===== src/rtl/uart_tx_fifo.sv =====
// uart_tx_fifo: CPU-side UART transmit path. The core pushes bytes with
// UARTOp == 2'b10 into a DEPTH x 8 circular FIFO. An 8N1 serializer drains
// the FIFO onto the tx pin, LSB first.
//
// Optional build macro: UART_TX_PARITY_EN. When it is defined, an even-parity
// bit is sent between the last data bit and the stop bit, giving an 11-bit frame.
//
// Ports:
//   clk      system clock
//   reset    synchronous, active-high; aborts any frame in flight and empties the FIFO
//   UARTOp   2'b10 pushes data_in[7:0]; every other code is ignored here
//   data_in  store data from the core; only [7:0] is used
//   tx       registered serial line, idles high
//   busy     serializer is not in IDLE
//   full     count == DEPTH
//   empty    count == 0
//   count    FIFO occupancy
module uart_tx_fifo #(
   parameter int DEPTH        = 16,
   parameter int CLKS_PER_BIT = 868
) (
   input  logic                   clk,
   input  logic                   reset,
   input  logic [1:0]             UARTOp,
   input  logic [31:0]            data_in,
   output logic                   tx,
   output logic                   busy,
   output logic                   full,
   output logic                   empty,
   output logic [$clog2(DEPTH):0] count
);
   localparam int AW = $clog2(DEPTH);
   localparam int BW = $clog2(CLKS_PER_BIT);
   localparam logic [AW:0]   DEPTH_C   = (AW+1)'(DEPTH);
   localparam logic [BW-1:0] BAUD_LAST = BW'(CLKS_PER_BIT - 1);

   localparam logic [2:0] IDLE   = 3'd0;
   localparam logic [2:0] START  = 3'd1;
   localparam logic [2:0] DATA   = 3'd2;
   localparam logic [2:0] STOP   = 3'd4;
`ifdef UART_TX_PARITY_EN
   localparam logic [2:0] PARITY = 3'd3;
`endif

   logic [7:0]    r_buf [DEPTH];
   logic [AW-1:0] r_wr_ptr, r_rd_ptr;
   logic [AW:0]   r_count;
   logic [2:0]    r_state;
   logic          r_tx;
   logic [BW-1:0] r_baud;
   logic [2:0]    r_bit;
   logic [7:0]    r_shift;
`ifdef UART_TX_PARITY_EN
   logic          r_par;
`endif

   logic w_push, w_pop, w_bit_end;

   assign w_bit_end = (r_baud == BAUD_LAST);
   // full is sampled before the pop of the same edge, so a push that meets
   // a pop while full is dropped.
   assign w_push    = (UARTOp == 2'b10) && !full;
   // Pops only come from IDLE or the last cycle of STOP. A byte pushed into an
   // empty FIFO is not popped on the same edge, because r_count is still zero.
   assign w_pop     = (r_count != '0) &&
                      ((r_state == IDLE) || ((r_state == STOP) && w_bit_end));

   // Storage has no reset. Stale entries can never be read, because the
   // occupancy count guards every pop.
   always_ff @(posedge clk) begin
      if (w_push) r_buf[r_wr_ptr] <= data_in[7:0];
   end

   always_ff @(posedge clk) begin
      if (reset) begin
         r_wr_ptr <= '0;
         r_rd_ptr <= '0;
         r_count  <= '0;
      end else begin
         if (w_push) r_wr_ptr <= r_wr_ptr + 1'b1;
         if (w_pop)  r_rd_ptr <= r_rd_ptr + 1'b1;
         case ({w_push, w_pop})
            2'b10:   r_count <= r_count + 1'b1;
            2'b01:   r_count <= r_count - 1'b1;
            default: r_count <= r_count;
         endcase
      end
   end

   always_ff @(posedge clk) begin
      if (reset) begin
         r_state <= IDLE;
         r_tx    <= 1'b1;
         r_baud  <= '0;
         r_bit   <= '0;
         r_shift <= '0;
`ifdef UART_TX_PARITY_EN
         r_par   <= 1'b0;
`endif
      end else begin
         case (r_state)
            IDLE: begin
               r_tx <= 1'b1;
               if (w_pop) begin
                  r_shift <= r_buf[r_rd_ptr];
`ifdef UART_TX_PARITY_EN
                  r_par   <= ^r_buf[r_rd_ptr];
`endif
                  r_tx    <= 1'b0;
                  r_baud  <= '0;
                  r_state <= START;
               end
            end
            START: begin
               if (w_bit_end) begin
                  r_tx    <= r_shift[0];
                  r_bit   <= '0;
                  r_baud  <= '0;
                  r_state <= DATA;
               end else begin
                  r_baud <= r_baud + 1'b1;
               end
            end
            DATA: begin
               if (w_bit_end) begin
                  r_baud <= '0;
                  if (r_bit == 3'd7) begin
`ifdef UART_TX_PARITY_EN
                     r_tx    <= r_par;
                     r_state <= PARITY;
`else
                     r_tx    <= 1'b1;
                     r_state <= STOP;
`endif
                  end else begin
                     // Next bit out is shift[1], which becomes shift[0] after the shift.
                     r_shift <= {1'b0, r_shift[7:1]};
                     r_tx    <= r_shift[1];
                     r_bit   <= r_bit + 3'd1;
                  end
               end else begin
                  r_baud <= r_baud + 1'b1;
               end
            end
`ifdef UART_TX_PARITY_EN
            PARITY: begin
               if (w_bit_end) begin
                  r_baud  <= '0;
                  r_tx    <= 1'b1;
                  r_state <= STOP;
               end else begin
                  r_baud <= r_baud + 1'b1;
               end
            end
`endif
            STOP: begin
               if (w_bit_end) begin
                  r_baud <= '0;
                  if (w_pop) begin
                     // Start the next frame immediately, with no idle gap.
                     r_shift <= r_buf[r_rd_ptr];
`ifdef UART_TX_PARITY_EN
                     r_par   <= ^r_buf[r_rd_ptr];
`endif
                     r_tx    <= 1'b0;
                     r_state <= START;
                  end else begin
                     r_state <= IDLE;
                  end
               end else begin
                  r_baud <= r_baud + 1'b1;
               end
            end
            default: begin
               r_state <= IDLE;
               r_tx    <= 1'b1;
            end
         endcase
      end
   end

   assign tx    = r_tx;
   assign busy  = (r_state != IDLE);
   assign full  = (r_count == DEPTH_C);
   assign empty = (r_count == '0);
   assign count = r_count;

endmodule


===== config.mk =====
export PLATFORM = sky130hd
export DESIGN_NAME = uart_tx_fifo
export DESIGN_NICKNAME = d
export VERILOG_FILES = /design/src/rtl/uart_tx_fifo.sv
export SDC_FILE = /design/constraint.sdc
export NUM_CORES = 1
export LEC_CHECK = 0
export ABC_AREA = 1
export ABC_CLOCK_PERIOD_IN_PS = 3200
export CORE_UTILIZATION = 30
export CTS_CLUSTER_SIZE = 24
export DETAILED_ROUTE_END_ITERATION = 10
export PLACE_DENSITY = 0.57
export RECOVER_POWER = 50
export SLEW_MARGIN = 20
export SYNTH_ARGS = -nofsm -noshare
export SYNTH_HDL_FRONTEND = slang
export SYNTH_SLANG_ARGS = --single-unit

===== constraint.sdc =====
create_clock -name clk -period 3.2 [get_ports clk]
set_clock_uncertainty 0.1 [all_clocks]
set_input_delay 0.64 -clock clk [delete_from_list [all_inputs] [get_ports clk]]
set_output_delay 0.64 -clock clk [all_outputs]
set_load 0.005 [all_outputs]

==> out/metrics.yaml, run 1 <==
finish:
  finalCoreUtilization_pct: 35.1
  post_layout_nonfiller_instances: 1184
  antenna_cells: 0
  areaGrowthSynthToFinish_pct: 15.0
  fill_count: 2568
  num-nets-final: 890
  final_cell_area_um2: 8810
  post_route_cells_drive_above_1_share_pct: 9.02
timing:
  slew-limit-headroom_pct: 40.8
  worstMarginPinSlew_ns: 0.887
  min_period_over_period_pct: 83.9
  final-setup-viol-count: 0
  postLayoutSetupSlackWorst_ns: 0.517
  setup-tns-final_ns: 0
  finalHoldViolations: 0
  final.hold.worst_slack_ns: 0.356
  fin_crit_ns: 2.68
  final-max-slew-violation-count: 0
  fmaxAchievable_ghz: 0.373
  grt_setup_unrepaired: "false"
synthesis:
  synth_sequential_area_ratio_pct: 61.1
  synth_warnings: 0
  synthMostInstantiatedCell: "nand2_1"
  yosys-top-cells-area: "edfxtp_1 50%, nand2_1 11%, dfxtp_1 11%"
  synth-seq-cells: 170
  netlist_top_cells_count: "231 x nand2_1, 128 x edfxtp_1, 105 x nand3_1"
  synth_ff_type: "edfxtp_1"
  ys_types: 37
  synthArstFlopShare_pct: 0
  post-synth-top-area-fraction_pct: 50.2
  netlist.top_cell.by_area: "edfxtp_1"
  synth_edf_count: 128
  avg_inst_size_synth_um2: 9.44
  mappedNetlistNets: 859
  postSynthCellCount: 812
  synth.cell_area_um2: 7660
cts:
  clockBufferDepth: 2
  clkTransAtPathRegs_ns: 0.07
  worstSkewPairLatency_ns: 0.43
  cts_hold_repair.buffers: 0
  cts_made_buffers: 17
  cts_htree_levels: 4
  post_cts_resize_count: 0
  cts_setup_buffers: 0
  tritoncts: "yes"
  cts_sinks: 170
  clock_tree.root_cell: "clkbuf_16"
grt:
  first_global_vias: 5238
  gr-usage-all-layers_pct: 13.7
  grt_first_pass_wirelength_um: 27500
  gr-total-overflow: 0
  grt_antenna_before_repair: 0
  grt_max_degree: 69
pwr:
  p_leak_nw: 3.58
  design_power_total_mw: 6.41
  irDropWorstVdd_v: 0.000439
  power-per-cell-area_nw_per_um2: 727
run_status:
  outcome: "finished clean"
route:
  first_iter_violations: 353
  route.antenna.remaining_nets: 0
  detail_route.wl_per_cell_um: 14.2
  remaining_drc_errors: 0
  route.detailed.vias_per_inst: 4.54
  routed_wl_um: 16800
  num_vias: 5378
  detail_route.first_pass.iterations: 6
placed_design:
  detailedPlacementHpwl_um: 10500
  place_area_um2: 8310
  place_worst_setup_slack_ns: 0.557
  routabilityCongestion: 0.801
  numPlacedInstances: 1154
  port-buffer-count: 20
die:
  floorplan.initialDensity_pct: 30.5
  fp.dieW_um: 162
  die-height_um: 162
  coreArea_um2: 25100
  die_area_um2: 26200
  ioPinCount: 45
  std_cell_rows: 58
run:
  drv_cap: 0
setup_path:
  worstSetupEndpointType: "flop"
  worst_ep_arrival_time_ns: 2.94
  crit_start_category: "flop"
  critical_path_class: "reg -> reg"
  timing.critical_path.fanout_max: 8
  worstPathRequired_ns: 3.46
worst_hold_path:
  min_path_type: "reg -> reg"
[worst max-delay path, stage by stage (launching register included)]
cell,delay (ns)
dfxtp_1,0.38
ha_1,0.18
inv_1,0.05
nor2_1,0.11
nand3_1,0.22
nand2_2,0.11
nand2_1,0.08
inv_2,0.13
ha_1,0.30
xor2_1,0.22
ha_1,0.17
inv_1,0.03
nand2_1,0.09
nand3b_1,0.11
nand2_1,0.08
nand2_1,0.05
nand2_1,0.05
nand2_1,0.04
a21oi_1,0.11
[cells by family (layout without fill, tap and decap cells)]
kind of cell             after synthesis  after routing  synth area share (%)
XOR/XNOR                               8              8                 0.914
buffers and inverters                138            180                  7.15
AO/OA/AOI/OAI                         69             69                  5.36
flip-flops                           170            170                  61.1
adder cells (fa/ha/maj)               11             11                  1.80
AND/OR/NAND/NOR                      416            416                  23.7
[layer usage]
metal  track usage (%)  wire, µm  up-vias
met2              23.1      8300      103
met1              16.9      7500     2515
met4              6.30       472        0
met5                 0         0        -
li1                  -         -     2734
met3              2.76       508       26
[power by group]
group	internal, mW	total (mW)	switching, mW
Sequential	2.50	2.61	0.102
Clock	1.01	1.90	0.887
Combinational	0.635	1.90	1.27
[area by class of cell]
| class | count | area (µm²) | area share [%] |
|---|---|---|---|
| Tap cell | 330 | 413 | 4.68 |
| Timing Repair Buffer | 45 | 380 | 4.32 |
| Multi-Input combinational cell | 504 | 2400 | 27.3 |
| Inverter | 105 | 395 | 4.49 |
| Sequential cell | 170 | 4690 | 53.2 |
| Clock inverter | 12 | 106 | 1.21 |
| Clock buffer | 18 | 429 | 4.87 |
[cells in the final DEF, fill, tap and decap left out, types with 9 or more instances in the layout]
cell and n:
nor2_1 52, o21ai_0 22, edfxtp_1 128, ha_1 11
a21oi_1 28, dlygate4sd3_1 9, clkbuf_16 17, buf_4 23
inv_1 100, dfxtp_1 41, nand2_1 234, nand3_1 106
clkdlybuf4s50_1 11
[state kept, by name, indices dropped and copies added (netlist names), named ones only]
signal	cells
r_wr_ptr	4
r_rd_ptr	4
r_shift	8
r_state	3
r_buf	128
r_bit	3
r_baud	10
count	5
tx	1
[worst paths after layout]
kind / start / to / slack, ns / depth (start not counted)
max: r_baud[0] / count[4] / 0.52 / 18
min: r_bit[2] / r_bit[2] / 0.36 / 2
max reg2reg: r_baud[0] / count[4] / 0.52 / 18
min reg2reg: r_bit[2] / r_bit[2] / 0.36 / 2
Note: power is estimated with default switching activity, not from simulation.
==> inputs of run 2 (changes only) <==
--- a/config.mk
+++ b/config.mk
@@ -6,7 +6,7 @@
 export NUM_CORES = 1
 export LEC_CHECK = 0
 export ABC_AREA = 1
-export ABC_CLOCK_PERIOD_IN_PS = 3200
+export ABC_CLOCK_PERIOD_IN_PS = 2700
 export CORE_UTILIZATION = 30
 export CTS_CLUSTER_SIZE = 24
 export DETAILED_ROUTE_END_ITERATION = 10
==> constraint.sdc (replaced) <==
create_clock -name clk -period 2.7 [get_ports clk]
set_clock_uncertainty 0.1 [all_clocks]
set_input_delay 0.54 -clock clk [delete_from_list [all_inputs] [get_ports clk]]
set_output_delay 0.54 -clock clk [all_outputs]
set_load 0.005 [all_outputs]
==> out/metrics.yaml, run 2 (same netlist as run 1, synthesis figures left out) <==
pwr:
  p_leak_nw: 3.62  # was 3.58 nW
  irDropWorstVdd_v: 0.000412  # was 0.000439 V
  power-per-cell-area_nw_per_um2: 881  # was 727 nW/µm²
worst_hold_path:
  min_path_type: "reg -> reg"  # unchanged
  hold_start: "r_bit[2]"  # unchanged
route:
  first_iter_violations: 430  # was 353
  detail_route.first_pass.iterations: 5  # was 6
  routed_wl_um: 16800  # about the same
  route.detailed.vias_per_inst: 4.50  # was 4.54
  remaining_drc_errors: 0  # unchanged
  route.antenna.remaining_nets: 0  # unchanged
  num_vias: 5337  # was 5378
  detail_route.wl_per_cell_um: 14.2  # about the same
setup_path:
  worst_ep_arrival_time_ns: 2.65  # was 2.94 ns
  critical_path_class: "reg -> reg"  # unchanged
  timing.critical_path.fanout_max: 8  # unchanged
  worst_setup_slack_for_register_to_register_paths_ns: 0.30  # was 0.52 ns
  critPathLaunch: "r_baud[1]"  # was r_baud[0]
  worstSetupEndpointType: "flop"  # unchanged
  worstPathRequired_ns: 2.95  # was 3.46 ns
  timing.rr.start: "r_baud[1]"  # was r_baud[0]
  crit_start_category: "flop"  # unchanged
run_status:
  outcome: "finished clean"  # unchanged
grt:
  first_global_vias: 5092  # was 5238
  grt_antenna_before_repair: 0  # unchanged
  gr-usage-all-layers_pct: 13.5  # was 13.7%
  grt_first_pass_wirelength_um: 26800  # was 27500 µm
  gr-total-overflow: 0  # unchanged
  grt_max_degree: 69  # unchanged
timing:
  fmaxAchievable_ghz: 0.417  # was 0.373 GHz
  postLayoutSetupSlackWorst_ns: 0.303  # was 0.517 ns
  min_period_over_period_pct: 88.8  # was 83.9%
  slew-limit-headroom_pct: 36.2  # was 40.8%
  setup-tns-final_ns: 0  # unchanged
  fin_crit_ns: 2.40  # was 2.68 ns
  finalHoldViolations: 0  # unchanged
  final-setup-viol-count: 0  # unchanged
  worstMarginPinSlew_ns: 0.957  # was 0.887 ns
  final-max-slew-violation-count: 0  # unchanged
  grt_setup_unrepaired: "false"  # unchanged
finish:
  largest_register_ffs: 128  # unchanged
  fill_count: 2566  # was 2568
  layout.cells.most_common_list: "233 x nand2_1, 128 x edfxtp_1, 107 x nand3_1"  # was 234 x nand2_1, 128 x edfxtp_1, 106 x nand3_1
  post_route_cells_drive_above_1_share_pct: 9.22  # was 9.02%
  num-nets-final: 891  # was 890
  areaGrowthSynthToFinish_pct: 16.0  # was 15.0%
  antenna_cells: 0  # unchanged
  post_layout_nonfiller_instances: 1187  # was 1184
  layout.cells.most_common: "nand2_1"  # unchanged
  largest-register: "r_buf"  # unchanged
  largestRegisters: "r_buf: 128 flops, r_baud: 10 flops, r_shift: 8 flops"  # unchanged
die:
  ioPinCount: 45  # unchanged
  std_cell_rows: 58  # unchanged
  die_area_um2: 26200  # unchanged
  coreArea_um2: 25100  # unchanged
  die-height_um: 162  # unchanged
  floorplan.initialDensity_pct: 30.5  # unchanged
  fp.dieW_um: 162  # unchanged
placed_design:
  routabilityCongestion: 0.829  # was 0.801
  numPlacedInstances: 1155  # was 1154
  detailedPlacementHpwl_um: 10400  # was 10500 µm
  place_worst_setup_slack_ns: 0.197  # was 0.557 ns
  port-buffer-count: 20  # unchanged
cts:
  cts_setup_buffers: 0  # unchanged
  worstSkewPairLatency_ns: 0.43  # about the same
  clkTransAtPathRegs_ns: 0.07  # about the same
  cts_made_buffers: 17  # unchanged
  cts_sinks: 170  # unchanged
  tritoncts: "yes"  # unchanged
  clockBufferDepth: 2  # unchanged
  clock_tree.root_cell: "clkbuf_16"  # unchanged
  cts_htree_levels: 4  # unchanged
run:
  drv_cap: 0  # unchanged
[run 2: changes by cell type in the layout (fill, tap and decap cells not counted), moves of 2 or more]
cell,before,now
o21ai_1,1,5
clkinv_2,0,3
inv_2,3,1
nor2_1,52,54
bufinv_16,0,2
inv_6,7,5
nor2_4,3,1
o21ai_0,22,18
[run 2: layout make-up]
type                            instances  area [µm²]  share of cell area (%)
Sequential cell                       170        4690                    52.7
Multi-Input combinational cell        504        2390                    26.9
Clock buffer                           17         425                    4.79
Tap cell                              330         413                    4.65
Inverter                              105         398                    4.48
Timing Repair Buffer                   46         397                    4.46
Clock inverter                         15         179                    2.01
[run 2: where the power goes]
group | switching [mW] | internal (mW) | leakage, nW | total [mW]
logic | 1.50 | 0.761 | 1.83 | 2.26
clock network | 1.09 | 1.40 | 0.294 | 2.49
registers | 0.117 | 2.97 | 1.50 | 3.09
total | 2.70 | 5.13 | 3.62 | 7.83
[run 2: path summary, 6_finish.rpt]
check / end / cells after the start
worst min-delay path: r_bit[2] / 2
worst max-delay path: count[4] / 18
worst min register to register: r_bit[2] / 2
worst max register to register: count[4] / 18
[run 2: what timing repair did]
action,4_1_cts,5_1_grt
hold buffers,0,0
setup endpoints to repair,0,2
gates resized for setup,0,5
[run 2: stage by stage]
step                util [%]  power, mW  hold slack [ns]  instance area [µm²]
floorplan                  -       4.80            0.334                 7660
global placement        33.2       5.47            0.345                 8330
detailed placement      33.2       5.48            0.354                 8330
CTS                     35.6       7.98            0.365                 8940
global route            35.4       8.31            0.391                 8890
finish                  35.4       7.83            0.361                 8890
[run 2: critical path, cell delays in order, from the launching register on]
cell	delay, ns
dfxtp_1	0.36
ha_1	0.18
inv_1	0.06
nor2_2	0.14
nand3_4	0.12
nand2_2	0.09
nand2_2	0.07
inv_4	0.09
ha_2	0.20
xor2_1	0.19
ha_1	0.17
inv_1	0.04
nand2_1	0.08
nand3b_1	0.11
nand2_1	0.07
nand2_1	0.05
nand2_1	0.05
nand2_1	0.04
a21oi_1	0.11
[run 2: routing by layer]
| layer | vias up | global-route usage, % | wire [µm] |
|---|---|---|---|
| met1 | 2458 | 16.4 | 7370 |
| met5 | - | 0 | 0 |
| met4 | 0 | 6.00 | 480 |
| met2 | 112 | 22.9 | 8260 |
| met3 | 27 | 3.04 | 722 |
| li1 | 2740 | - | - |
==> inputs of run 3 (changes only) <==
--- a/config.mk
+++ b/config.mk
@@ -7,6 +7,7 @@
 export LEC_CHECK = 0
 export ABC_AREA = 1
 export ABC_CLOCK_PERIOD_IN_PS = 2700
+export CORE_ASPECT_RATIO = 1.5
 export CORE_UTILIZATION = 30
 export CTS_CLUSTER_SIZE = 24
 export DETAILED_ROUTE_END_ITERATION = 10
==> out/metrics.yaml, run 3 (same netlist as run 1, synthesis figures left out) <==
cts:
  clkTransAtPathRegs_ns: 0.08  # was 0.07 ns
  worstSkewPairLatency_ns: 0.43  # about the same
  cts_made_buffers: 17  # unchanged
  cts_sinks: 170  # unchanged
  cts_setup_buffers: 0  # unchanged
  clockBufferDepth: 2  # unchanged
  clock_tree.root_cell: "clkbuf_16"  # unchanged
  tritoncts: "yes"  # unchanged
  cts_htree_levels: 4  # unchanged
timing:
  final-setup-viol-count: 0  # unchanged
  worstMarginPinSlew_ns: 0.892  # was 0.957 ns
  postLayoutSetupSlackWorst_ns: 0.272  # was 0.303 ns
  fin_crit_ns: 2.43  # was 2.40 ns
  final-max-slew-violation-count: 0  # unchanged
  grt_setup_unrepaired: "false"  # unchanged
  slew-limit-headroom_pct: 40.5  # was 36.2%
  fmaxAchievable_ghz: 0.412  # was 0.417 GHz
  finalHoldViolations: 0  # unchanged
  min_period_over_period_pct: 89.9  # was 88.8%
  setup-tns-final_ns: 0  # unchanged
pwr:
  irDropWorstVdd_v: 0.000483  # was 0.000412 V
  power-per-cell-area_nw_per_um2: 868  # was 881 nW/µm²
  p_leak_nw: 3.64  # was 3.62 nW
  design_power_total_mw: 7.72  # was 7.83 mW
finish:
  antenna_cells: 0  # unchanged
  largest-register: "r_buf"  # unchanged
  areaGrowthSynthToFinish_pct: 16.1  # was 16.0%
  layout.area.seq_um2: 4690  # unchanged
  multi_input_comb_area_um2: 2390  # unchanged
  largest_register_ffs: 128  # unchanged
  fill_count: 2573  # was 2566
  largestRegisters: "r_buf: 128 flops, r_baud: 10 flops, r_shift: 8 flops"  # unchanged
  layout.cells.most_common: "nand2_1"  # unchanged
  num-nets-final: 896  # was 891
  post_route_cells_drive_above_1_share_pct: 9.74  # was 9.22%
  layout.cells.most_common_list: "233 x nand2_1, 128 x edfxtp_1, 107 x nand3_1"  # unchanged
route:
  detail_route.first_pass.iterations: 5  # unchanged
  first_iter_violations: 273  # was 430
  route.detailed.vias_per_inst: 4.53  # was 4.50
  remaining_drc_errors: 0  # unchanged
  detail_route.wl_per_cell_um: 14.6  # was 14.2 µm
  num_vias: 5389  # was 5337
  route.antenna.remaining_nets: 0  # unchanged
  routed_wl_um: 17300  # was 16800 µm
placed_design:
  port-buffer-count: 20  # unchanged
  place_worst_setup_slack_ns: 0.194  # was 0.197 ns
  detailedPlacementHpwl_um: 11500  # was 10400 µm
  routabilityCongestion: 0.801  # was 0.829
setup_path:
  critical_path_class: "reg -> reg"  # unchanged
  worstSetupEndpointType: "flop"  # unchanged
  crit_start_category: "flop"  # unchanged
  worst_ep_arrival_time_ns: 2.70  # was 2.65 ns
  timing.critical_path.fanout_max: 8  # unchanged
  worstPathRequired_ns: 2.97  # was 2.95 ns
grt:
  grt_first_pass_wirelength_um: 27900  # was 26800 µm
  gr-total-overflow: 0  # unchanged
  first_global_vias: 5228  # was 5092
  grt_antenna_before_repair: 0  # unchanged
  gr-usage-all-layers_pct: 14.1  # was 13.5%
  grt_max_degree: 69  # unchanged
die:
  die_area_um2: 26200  # about the same
  coreArea_um2: 25100  # about the same
  std_cell_rows: 71  # was 58
  ioPinCount: 45  # unchanged
  die-height_um: 198  # was 162 µm
  fp.dieW_um: 133  # was 162 µm
  floorplan.initialDensity_pct: 30.6  # was 30.5%
run_status:
  outcome: "finished clean"  # unchanged
run:
  drv_cap: 0  # unchanged
worst_hold_path:
  min_path_type: "reg -> reg"  # unchanged
==> run 3: what timing repair did <==
| item | 4_1_cts | 5_1_grt |
|---|---|---|
| setup endpoints to repair | 0 | 2 |
| gates resized for setup | 0 | 3 |
| hold buffers | 0 | 0 |
==> run 3: area by class of cell <==
type	instances	area share (%)
clock buffer	20	5.37
clock inverter	12	1.17
inverter	105	4.44
multi-input combinational	504	26.8
sequential	170	52.7
tap	328	4.61
timing repair buffer	51	4.88
==> run 3: report_power, final <==
group	internal [mW]	total [mW]	switching (mW)
logic	0.763	2.26	1.50
registers	2.97	3.09	0.119
clock network	1.31	2.37	1.06
==> run 3: final timing paths <==
kind | startpoint | to | slack (ns) | cells after the start
min reg2reg | r_bit[1] | r_bit[1] | 0.36 | 2
max | r_baud[0] | count[4] | 0.27 | 18
min | r_bit[1] | r_bit[1] | 0.36 | 2
max reg2reg | r_baud[0] | count[4] | 0.27 | 18
==> run 3: layer usage <==
| layer | part of all wire [%] | GRT usage [%] | up-vias |
|---|---|---|---|
| met3 | 3.1 | 2.71 | 19 |
| met1 | 41 | 15.6 | 2531 |
| met2 | 54 | 26.3 | 98 |
| li1 | - | - | 2741 |
| met5 | 0 | 0 | - |
| met4 | 2.0 | 5.70 | 0 |
==> run 3: critical path, stage by stage, from the launching register on <==
cell	delay, ns
dfxtp_2	0.36
ha_1	0.17
inv_1	0.06
nor2_2	0.15
nand3_4	0.12
nand2_2	0.08
nand2_2	0.05
inv_2	0.12
ha_2	0.21
xor2_1	0.20
ha_1	0.18
inv_1	0.04
nand2_1	0.09
nand3b_1	0.10
nand2_1	0.08
nand2_1	0.05
nand2_1	0.05
nand2_1	0.05
a21oi_1	0.10
==> run 3: metrics by stage <==
stage               area (µm²)  utilization, %  instances  hold WS, ns
global route              8900            35.5       1190        0.385
CTS                       8950            35.7       1190        0.360
detailed placement        8370            33.4       1158        0.348
finish                    8900            35.5       1190        0.358
floorplan                 7660               -        812        0.334
global placement          8370            33.4       1158        0.344
